$ cat src/rtl/zb_link_sequencer.sv
// Half-duplex link sequencer: gates inFIFO reads into the MSK modulator during TX and moves
// CDR bits into outFIFO during RX, with frame bit counting, idle timeouts and status pulses.
module zb_link_sequencer #(
  parameter int FRAME_BITS = 32,
  parameter int TIMEOUT    = 1024,
  parameter int GUARD      = 16
) (
  input  logic                              inClock,
  input  logic                              inReset,
  input  logic                              inStart,
  input  logic                              inRxArm,
  input  logic                              inFifoEmpty,
  output logic                              outFifoReadEnable,
  input  logic                              inCoderReady,
  output logic                              outCoderEmpty,
  input  logic                              inCdrFlag,
  input  logic                              inCdrData,
  input  logic                              inOutFifoFull,
  output logic                              outOutFifoWriteEnable,
  output logic                              outOutFifoData,
  output logic [2:0]                        outState,
  output logic [$clog2(FRAME_BITS+1)-1:0]   outBitCount,
  output logic                              outTxDone,
  output logic                              outRxDone,
  output logic                              outTimeout,
  output logic                              outOverflow
);

  localparam int CW        = $clog2(FRAME_BITS + 1);
  localparam int TMR_RANGE = (TIMEOUT > GUARD) ? TIMEOUT : GUARD;
  localparam int TW        = $clog2(TMR_RANGE + 1);

  localparam logic [CW-1:0] LAST_BIT   = CW'(FRAME_BITS - 1);
  localparam logic [CW-1:0] CNT_MAX    = CW'(FRAME_BITS);
  localparam logic [TW-1:0] TMO_LAST   = TW'(TIMEOUT - 1);
  localparam logic [TW-1:0] GUARD_LAST = TW'(GUARD - 1);
  localparam logic [TW-1:0] TMR_MAX    = '1;

  typedef enum logic [2:0] {
    S_IDLE     = 3'd0,
    S_TX       = 3'd1,
    S_TX_FLUSH = 3'd2,
    S_RX       = 3'd3
  } state_e;

  state_e        state_q, state_d;
  logic [CW-1:0] cnt_q, cnt_d, cnt_inc;
  logic [TW-1:0] tmr_q, tmr_d, tmr_inc;
  logic          data_q, data_d;
  logic          wr_q, wr_d;
  logic          ovf_q, ovf_d;
  logic          tx_done_q, tx_done_d;
  logic          rx_done_q, rx_done_d;
  logic          tmo_q, tmo_d;
  logic          rd_en;
  logic          coder_empty;

  // Both counters saturate rather than wrap.
  assign cnt_inc = (cnt_q == CNT_MAX) ? cnt_q : cnt_q + 1'b1;
  assign tmr_inc = (tmr_q == TMR_MAX) ? tmr_q : tmr_q + 1'b1;

  always_comb begin
    // NOTE: every output of this block gets a default first so no path can infer a latch.
    state_d     = state_q;
    cnt_d       = cnt_q;
    tmr_d       = tmr_q;
    data_d      = data_q;
    wr_d        = 1'b0;
    ovf_d       = 1'b0;
    tx_done_d   = 1'b0;
    rx_done_d   = 1'b0;
    tmo_d       = 1'b0;
    rd_en       = 1'b0;
    coder_empty = 1'b1;

    case (state_q)
      S_IDLE: begin
        if (inStart && !inFifoEmpty) begin
          state_d = S_TX;
          cnt_d   = '0;
          tmr_d   = '0;
        end else if (inRxArm) begin
          state_d = S_RX;
          cnt_d   = '0;
          tmr_d   = '0;
        end
      end

      S_TX: begin
        coder_empty = inFifoEmpty;
        rd_en       = inCoderReady & ~inFifoEmpty;
        if (rd_en) begin
          cnt_d = cnt_inc;
          tmr_d = '0;
          if (cnt_q == LAST_BIT) state_d = S_TX_FLUSH;
        end else if (tmr_q == TMO_LAST) begin
          state_d = S_IDLE;
          tmo_d   = 1'b1;
        end else begin
          tmr_d = tmr_inc;
        end
      end

      // The timer was cleared by the final read, so here it counts guard cycles.
      S_TX_FLUSH: begin
        if (tmr_q == GUARD_LAST) begin
          state_d   = S_IDLE;
          tx_done_d = 1'b1;
        end else begin
          tmr_d = tmr_inc;
        end
      end

      S_RX: begin
        if (inCdrFlag) begin
          data_d = inCdrData;
          cnt_d  = cnt_inc;
          tmr_d  = '0;
          wr_d   = ~inOutFifoFull;
          ovf_d  = inOutFifoFull;
          // A completing bit always wins over a coincident timeout.
          if (cnt_q == LAST_BIT) begin
            state_d   = S_IDLE;
            rx_done_d = 1'b1;
          end
        end else if (tmr_q == TMO_LAST) begin
          state_d = S_IDLE;
          tmo_d   = 1'b1;
        end else begin
          tmr_d = tmr_inc;
        end
      end

      default: state_d = S_IDLE;
    endcase
  end

  // NOTE: reset is sampled on the clock edge only; all state uses non-blocking assignments.
  always_ff @(posedge inClock) begin
    if (!inReset) begin
      state_q   <= S_IDLE;
      cnt_q     <= '0;
      tmr_q     <= '0;
      data_q    <= 1'b0;
      wr_q      <= 1'b0;
      ovf_q     <= 1'b0;
      tx_done_q <= 1'b0;
      rx_done_q <= 1'b0;
      tmo_q     <= 1'b0;
    end else begin
      state_q   <= state_d;
      cnt_q     <= cnt_d;
      tmr_q     <= tmr_d;
      data_q    <= data_d;
      wr_q      <= wr_d;
      ovf_q     <= ovf_d;
      tx_done_q <= tx_done_d;
      rx_done_q <= rx_done_d;
      tmo_q     <= tmo_d;
    end
  end

  assign outFifoReadEnable     = rd_en;
  assign outCoderEmpty         = coder_empty;
  assign outOutFifoWriteEnable = wr_q;
  assign outOutFifoData        = data_q;
  assign outState              = state_q;
  assign outBitCount           = cnt_q;
  assign outTxDone             = tx_done_q;
  assign outRxDone             = rx_done_q;
  assign outTimeout            = tmo_q;
  assign outOverflow           = ovf_q;

endmodule

$ cat config.mk
export PLATFORM = sky130hd
export DESIGN_NAME = zb_link_sequencer
export DESIGN_NICKNAME = d
export VERILOG_FILES = /design/src/rtl/zb_link_sequencer.sv
export SDC_FILE = /design/constraint.sdc
export NUM_CORES = 1
export LEC_CHECK = 0
export ABC_CLOCK_PERIOD_IN_PS = 2900
export BUFFER_PORTS_ARGS = -buffer_cell sky130_fd_sc_hd__buf_4
export CORE_MARGIN = 4
export CORE_UTILIZATION = 50
export CTS_BUF_LIST = sky130_fd_sc_hd__clkbuf_8
export CTS_CLUSTER_SIZE = 28
export DETAILED_ROUTE_END_ITERATION = 10
export PLACE_DENSITY = 0.71
export SLEW_MARGIN = 20
export SYNTH_ARGS = -nofsm -noshare
export SYNTH_HDL_FRONTEND = slang
export SYNTH_SLANG_ARGS = --single-unit
export TNS_END_PERCENT = 1
$ cat constraint.sdc
create_clock -name inClock -period 2.9 [get_ports inClock]
set_input_delay 0.145 -clock inClock [delete_from_list [all_inputs] [get_ports inClock]]
set_output_delay 0.145 -clock inClock [all_outputs]
set_load 0.05 [all_outputs]
* Yosys cells after proc, flatten, opt, wreduce, memory -nomap -nowiden
Index checks and enable logic that the tools add are counted.
Storage, ports and cells: bits in registers 26, input bits 9, output and inout bits 17
Operators by class: add/sub/neg operators 2, eq/ne operators 15, mux-type cells 31, bitwise gates (word level) 3, reductions and logical operators 11
Operators with widths (count):
- 2-to-1 mux 11 bit | 7
- one-hot mux 11 bit (4 select lines) | 1
- 2-to-1 mux 6 bit | 5
- 2-to-1 mux 3 bit | 8
- one-hot mux 6 bit (3 select lines) | 1
- one-hot mux 3 bit (4 select lines) | 1
- adder 11 x 1 -> 11 bit, second input constant | 1
- equality test 11 x 10 -> 1 bit, second input constant | 1
- equality test 11 bit, second input constant | 1
- equality test 11 x 4 -> 1 bit, second input constant | 1
- inequality test 3 bit, second input constant | 3
- inequality test 2 bit, second input constant | 4
- AND reduction 4 bit | 2
- 2-to-1 mux 1 bit | 7
- adder 6 x 1 -> 6 bit, second input constant | 1
- equality test 3 x 2 -> 1 bit, second input constant | 2
- equality test 6 x 5 -> 1 bit, second input constant | 1
- equality test 6 bit, second input constant | 1
- AND reduction 3 bit | 2
- AND reduction 2 bit | 2
- nonzero test 4 bit | 1
- equality test 3 x 1 -> 1 bit, second input constant | 1
- zero test 3 bit | 1
- nonzero test 3 bit | 1
- other kinds (5) | 6

* Longest topological paths before layout
word-level depth 5, depth in mapped cells 7

* Worst setup path before layout
Ideal clock, no wire load.
kind reg2out, start register state_q[0] (netlist: outState[0]), end output port outFifoReadEnable, arrival 2.226 ns, required time 2.755 ns, slack 0.529 ns, cell stages (with the launch flop) 5, path buffers 1, path through dfxtp_1 buf_6 nand2b_4 or3_1 nor2_1
On the way: word-level cells in the longest chain between the ends 2
Ends and longest elaborated chain:
- start, declared | line 46 | state_e state_q, state_d;
- start signal, assigned | line 151 | state_q <= state_d;
- equality test 3 x 1 -> 1 bit | line 76 | case (state_q)
- 2-to-1 mux 1 bit | line 76
- end, declared | line 13 | output logic outFifoReadEnable,
Every way passes these cells.

* Worst setup path after layout
start register state_q[0] (netlist: outState[0]), end register tmr_q[4]
On the way: word-level cells in the longest chain between the ends 3
Ends and longest elaborated chain:
- equality test 3 x 2 -> 1 bit, or another cell as far along | line 76
- nonzero test 4 bit (no source line), or another cell as far along
- AND reduction 3 bit (no source line)
- end signal, assigned | line 153 | tmr_q <= tmr_d;
- end, declared | line 48 | logic [TW-1:0] tmr_q, tmr_d, tmr_inc;
Parallel ways exist; a longest one is shown, timed or not. A chain may end at the register's enable or synchronous reset.

==> impl_metrics.py <==
metrics = {
    "global_route": {
        "gr-usage-all-layers_pct": 19.38,
        "grt_antenna_before_repair": 0,
        "grt_overflow_total": 0,
        "wire_length_of_the_first_global_routing_pass_mm": 6.320,
        "largest_net_degree_at_the_start_of_global_routing": 18,
        "first_global_vias": 1351,
    },
    "placement": {
        "gp_routability_congestion": 0.9009,
        "port-buffer-count": 25,
        "placed_cells": 227,
        "place.detailed.hpwl_mm": 2.803,
    },
    "timing": {
        "finalSetupViolations": 0,
        "final_worst_path_cycle_share_pct": 71.85,
        "max_slew_violation_count": 0,
        "setup_repair_after_global_routing_missed_its_margin": "false",
        "final.setup.tns_ns": 0,
        "clock_skew_after_layout_ns": 0.006744,
        "maxSlewHeadroom_pct": 56.07,
        "fmax_ghz": 0.4799,
        "finalHoldViolCount": 0,
        "final_period_minus_worst_setup_slack_ns": 2.084,
        "timing_worst_slew_pin_value_ns": 0.6581,
    },
    "synthesis": {
        "number_of_warnings_printed_during_yosys_synthesis": 0,
        "postSynthRegisterBits": 26,
        "asyncSetResetFlopFracSynth_pct": 0,
        "synth_area_sq_um": 1505,
        "mappedNetlistNets": 188,
        "synth_flop_cell": "dfxtp_1",
        "yosys.cell_types.count": 51,
        "syn-mean-instance-area_sq_um": 8.552,
        "synth-edff-count": 0,
        "sequential_element_share_of_the_synthesized_area_pct": 34.58,
        "syn-instance-count": 176,
    },
    "pwr": {
        "power_density_nw_per_um2": 406.0,
        "totalPowerFinal_uw": 705.5,
        "cellLeakagePower_nw": 0.6603,
        "irDropWorstVdd_mv": 0.1920,
    },
    "critical_path": {
        "worstPathCellList": "nor2_2 -> a31oi_4 -> and2_1 -> o41ai_2 -> o221a_1",
        "rr_startpoint": "outState[0]",
        "worst_path_dominant_cell_family": "compound AO/OA/AOI/OAI gates",
        "cp_slowest_cell": "dfxtp_1",
        "r2r_end": "tmr_q[4]",
        "timing.critical_path.from": "outState[0]",
        "worst_ep_required_time_ns": 3.06,
        "peak_per_stage_delay_on_the_critical_path_ns": 0.66,
        "timing_worst_setup_path_type": "reg -> reg",
        "critical_path.n_buffers_inverters": 0,
        "crit_path_max_fanout": 12,
        "worstPathArrival_ns": 2.24,
        "end_kind": "flop",
        "worstSetupStartpointType": "flop",
        "crit_path_end": "tmr_q[4]",
        "timing.reg2reg.setup_slack_ns": 0.82,
        "cp.depth": 5,
        "r2r.worst_path.cells": 5,
    },
    "floorplanning": {
        "dieHeight_um": 62.87,
        "fp.dieArea_sq_um": 3952,
        "io_pins": 26,
        "fp_rows": 19,
        "floorplan.die.width_um": 62.87,
        "design.core.area_sq_um": 2805,
        "start_util_pct": 53.66,
    },
    "cts": {
        "cts_root_buf": "clkbuf_8",
        "clock_sinks": 26,
        "worst_setup_hold_path_clk_slew_ns": 0.09,
        "ctsLongestPathBuffers": 2,
        "numCtsBuffers": 3,
        "clk-insertion-delay-late_ns": 0.27,
        "maximum_level_of_the_cts_h_tree": 1,
        "ctsResizeCount": 0,
        "cts_tree": "yes",
        "number_of_hold_buffers_added_after_cts": 0,
        "postCtsSetupBuffers": 0,
    },
    "drt": {
        "post_drt_wl_per_cell_um": 15.99,
        "drtPass1Iterations": 6,
        "detail_route.vias_per_cell": 6.243,
        "detailroute.via_count": 1436,
        "first_iter_violations": 113,
        "drc": 0,
        "postRouteAntennaNets": 0,
        "overall_routed_net_length_mm": 3.678,
    },
    "finish": {
        "instances_no_fill": 230,
        "post_route_cells_drive_above_1_share_pct": 21.61,
        "post-route-util_pct": 61.95,
        "areaGrowthSynthToFinish_pct": 15.46,
        "antenna_cells": 0,
        "num-nets-final": 213,
    },
    "status": {
        "run_status": "completed",
    },
    "hold_path": {
        "holdCritPathClass": "in -> reg",
        "worstHoldPathCells": 2,
    },
    "run": {
        "cap_violations": 0,
    },
}
-- layout make-up --
type                            count  area, sq um
Inverter                           11        41.29
Sequential cell                    26        520.5
Timing Repair Buffer               25        187.7
Fill cell                         254         1067
Clock buffer                        3        41.29
Tap cell                           31        38.79
Multi-Input combinational cell    134        908.4
-- cells by family (layout without fill, tap and decap cells) --
family / after synthesis / after routing / share of synthesized area [%]
buffers and inverters: 16 / 39 / 5.070
flip-flops: 26 / 26 / 34.58
adder cells (fa/ha/maj): 3 / 3 / 2.494
AO/OA/AOI/OAI: 55 / 55 / 28.10
XOR/XNOR: 2 / 2 / 1.164
AND/OR/NAND/NOR: 73 / 73 / 28.35
other: 1 / 1 / 0.2491
-- state kept, by name, summed over array words and instances, names as in the netlist --
| register | count |
|---|---|
| outTimeout | 1 |
| outRxDone | 1 |
| tmr_q | 11 |
| outOutFifoData | 1 |
| outOutFifoWriteEnable | 1 |
| outOverflow | 1 |
| outBitCount | 6 |
| outTxDone | 1 |
| outState | 3 |
-- worst min path at each step --
stage | start | end | slack [ns]
detailed placement | inOutFifoFull | outOutFifoWriteEnable | 0.31
CTS | inOutFifoFull | outOutFifoWriteEnable | 0.03
finish | inOutFifoFull | outOutFifoWriteEnable | 0.03
floorplan | inOutFifoFull | outOutFifoWriteEnable | 0.22
global placement | inOutFifoFull | outOutFifoWriteEnable | 0.31
global route | inOutFifoFull | outOutFifoWriteEnable | 0.02
-- placed cells by master, fill, tap and decap left out, drive strengths merged --
master,n
nand3,7
conb,1
a21boi,1
dfxtp,26
a21oi,12
and2,3
nor2,15
or4,2
and4,4
o21a,1
and3,4
nor4,2
a31oi,7
a211oi,5
o21ai,10
a21o,1
o21bai,2
inv,10
o41ai,1
o2111ai,1
o211ai,4
o31ai,1
nand4,3
buf,25
o31a,1
nor3b,3
o32ai,2
clkinv,1
nand2b,3
or3,3
o221a,4
ha,3
nand2,13
xor2,2
a311oi,2
nor3,7
nor2b,2
clkbuf,3
or2,2
-- through the flow --
stage                     cell area (sq um)  setup WS [ns]  hold slack (ns)
after floorplan                        1505         0.5294           0.2174
after global placement                 1697         0.9174           0.3100
after detailed placement               1697         0.8495           0.3137
after CTS                              1738         0.8246          0.02593
after global routing                   1738         0.6596          0.02064
final                                  1738         0.8163          0.02678
-- synth_stat cells, types with 2 or more instances --
| library cell | n | share of area, % |
|---|---|---|
| o21ai_0 | 9 | 3.0 |
| nor3b_1 | 2 | 1.0 |
| dfxtp_1 | 26 | 35 |
| ha_1 | 3 | 2.5 |
| inv_1 | 10 | 2.5 |
| o221a_1 | 3 | 2.2 |
| a21oi_1 | 12 | 4.0 |
| clkbuf_1 | 2 | 0.50 |
| and3_1 | 4 | 1.7 |
| and4_1 | 3 | 1.7 |
| nor3_1 | 5 | 1.7 |
| a311oi_1 | 2 | 1.2 |
| xor2_1 | 2 | 1.2 |
| nor2_1 | 14 | 3.5 |
| o32ai_1 | 2 | 1.2 |
| and2_1 | 3 | 1.2 |
| a31oi_1 | 5 | 2.1 |
| nand3_1 | 7 | 2.3 |
| nand2_1 | 13 | 3.2 |
| o211ai_1 | 4 | 2.0 |
| or3_1 | 3 | 1.2 |
| buf_6 | 2 | 1.5 |
| nor4_1 | 2 | 0.83 |
| nand2b_1 | 2 | 0.83 |
| a31oi_4 | 2 | 2.8 |
| nor2b_1 | 2 | 0.83 |
| nand4_1 | 2 | 0.83 |
| or4_1 | 2 | 1.0 |
| o21bai_1 | 2 | 1.0 |
| a211oi_1 | 4 | 2.0 |
| nor3_2 | 2 | 1.3 |
-- where the power goes --
| group | internal (mW) | switching, mW | total, mW |
|---|---|---|---|
| registers | 0.362 | 0.0160 | 0.378 |
| clock network | 0.0929 | 0.108 | 0.201 |
| logic | 0.0449 | 0.0818 | 0.127 |
-- layer usage --
layer	track usage, %	share of wire [%]	vias up
met2	31.49	47	45
met4	5.510	0.82	0
li1	-	-	707
met5	0	0	-
met3	3.058	5.2	4
met1	26.32	47	680
Power figures use the tool's default switching activity.
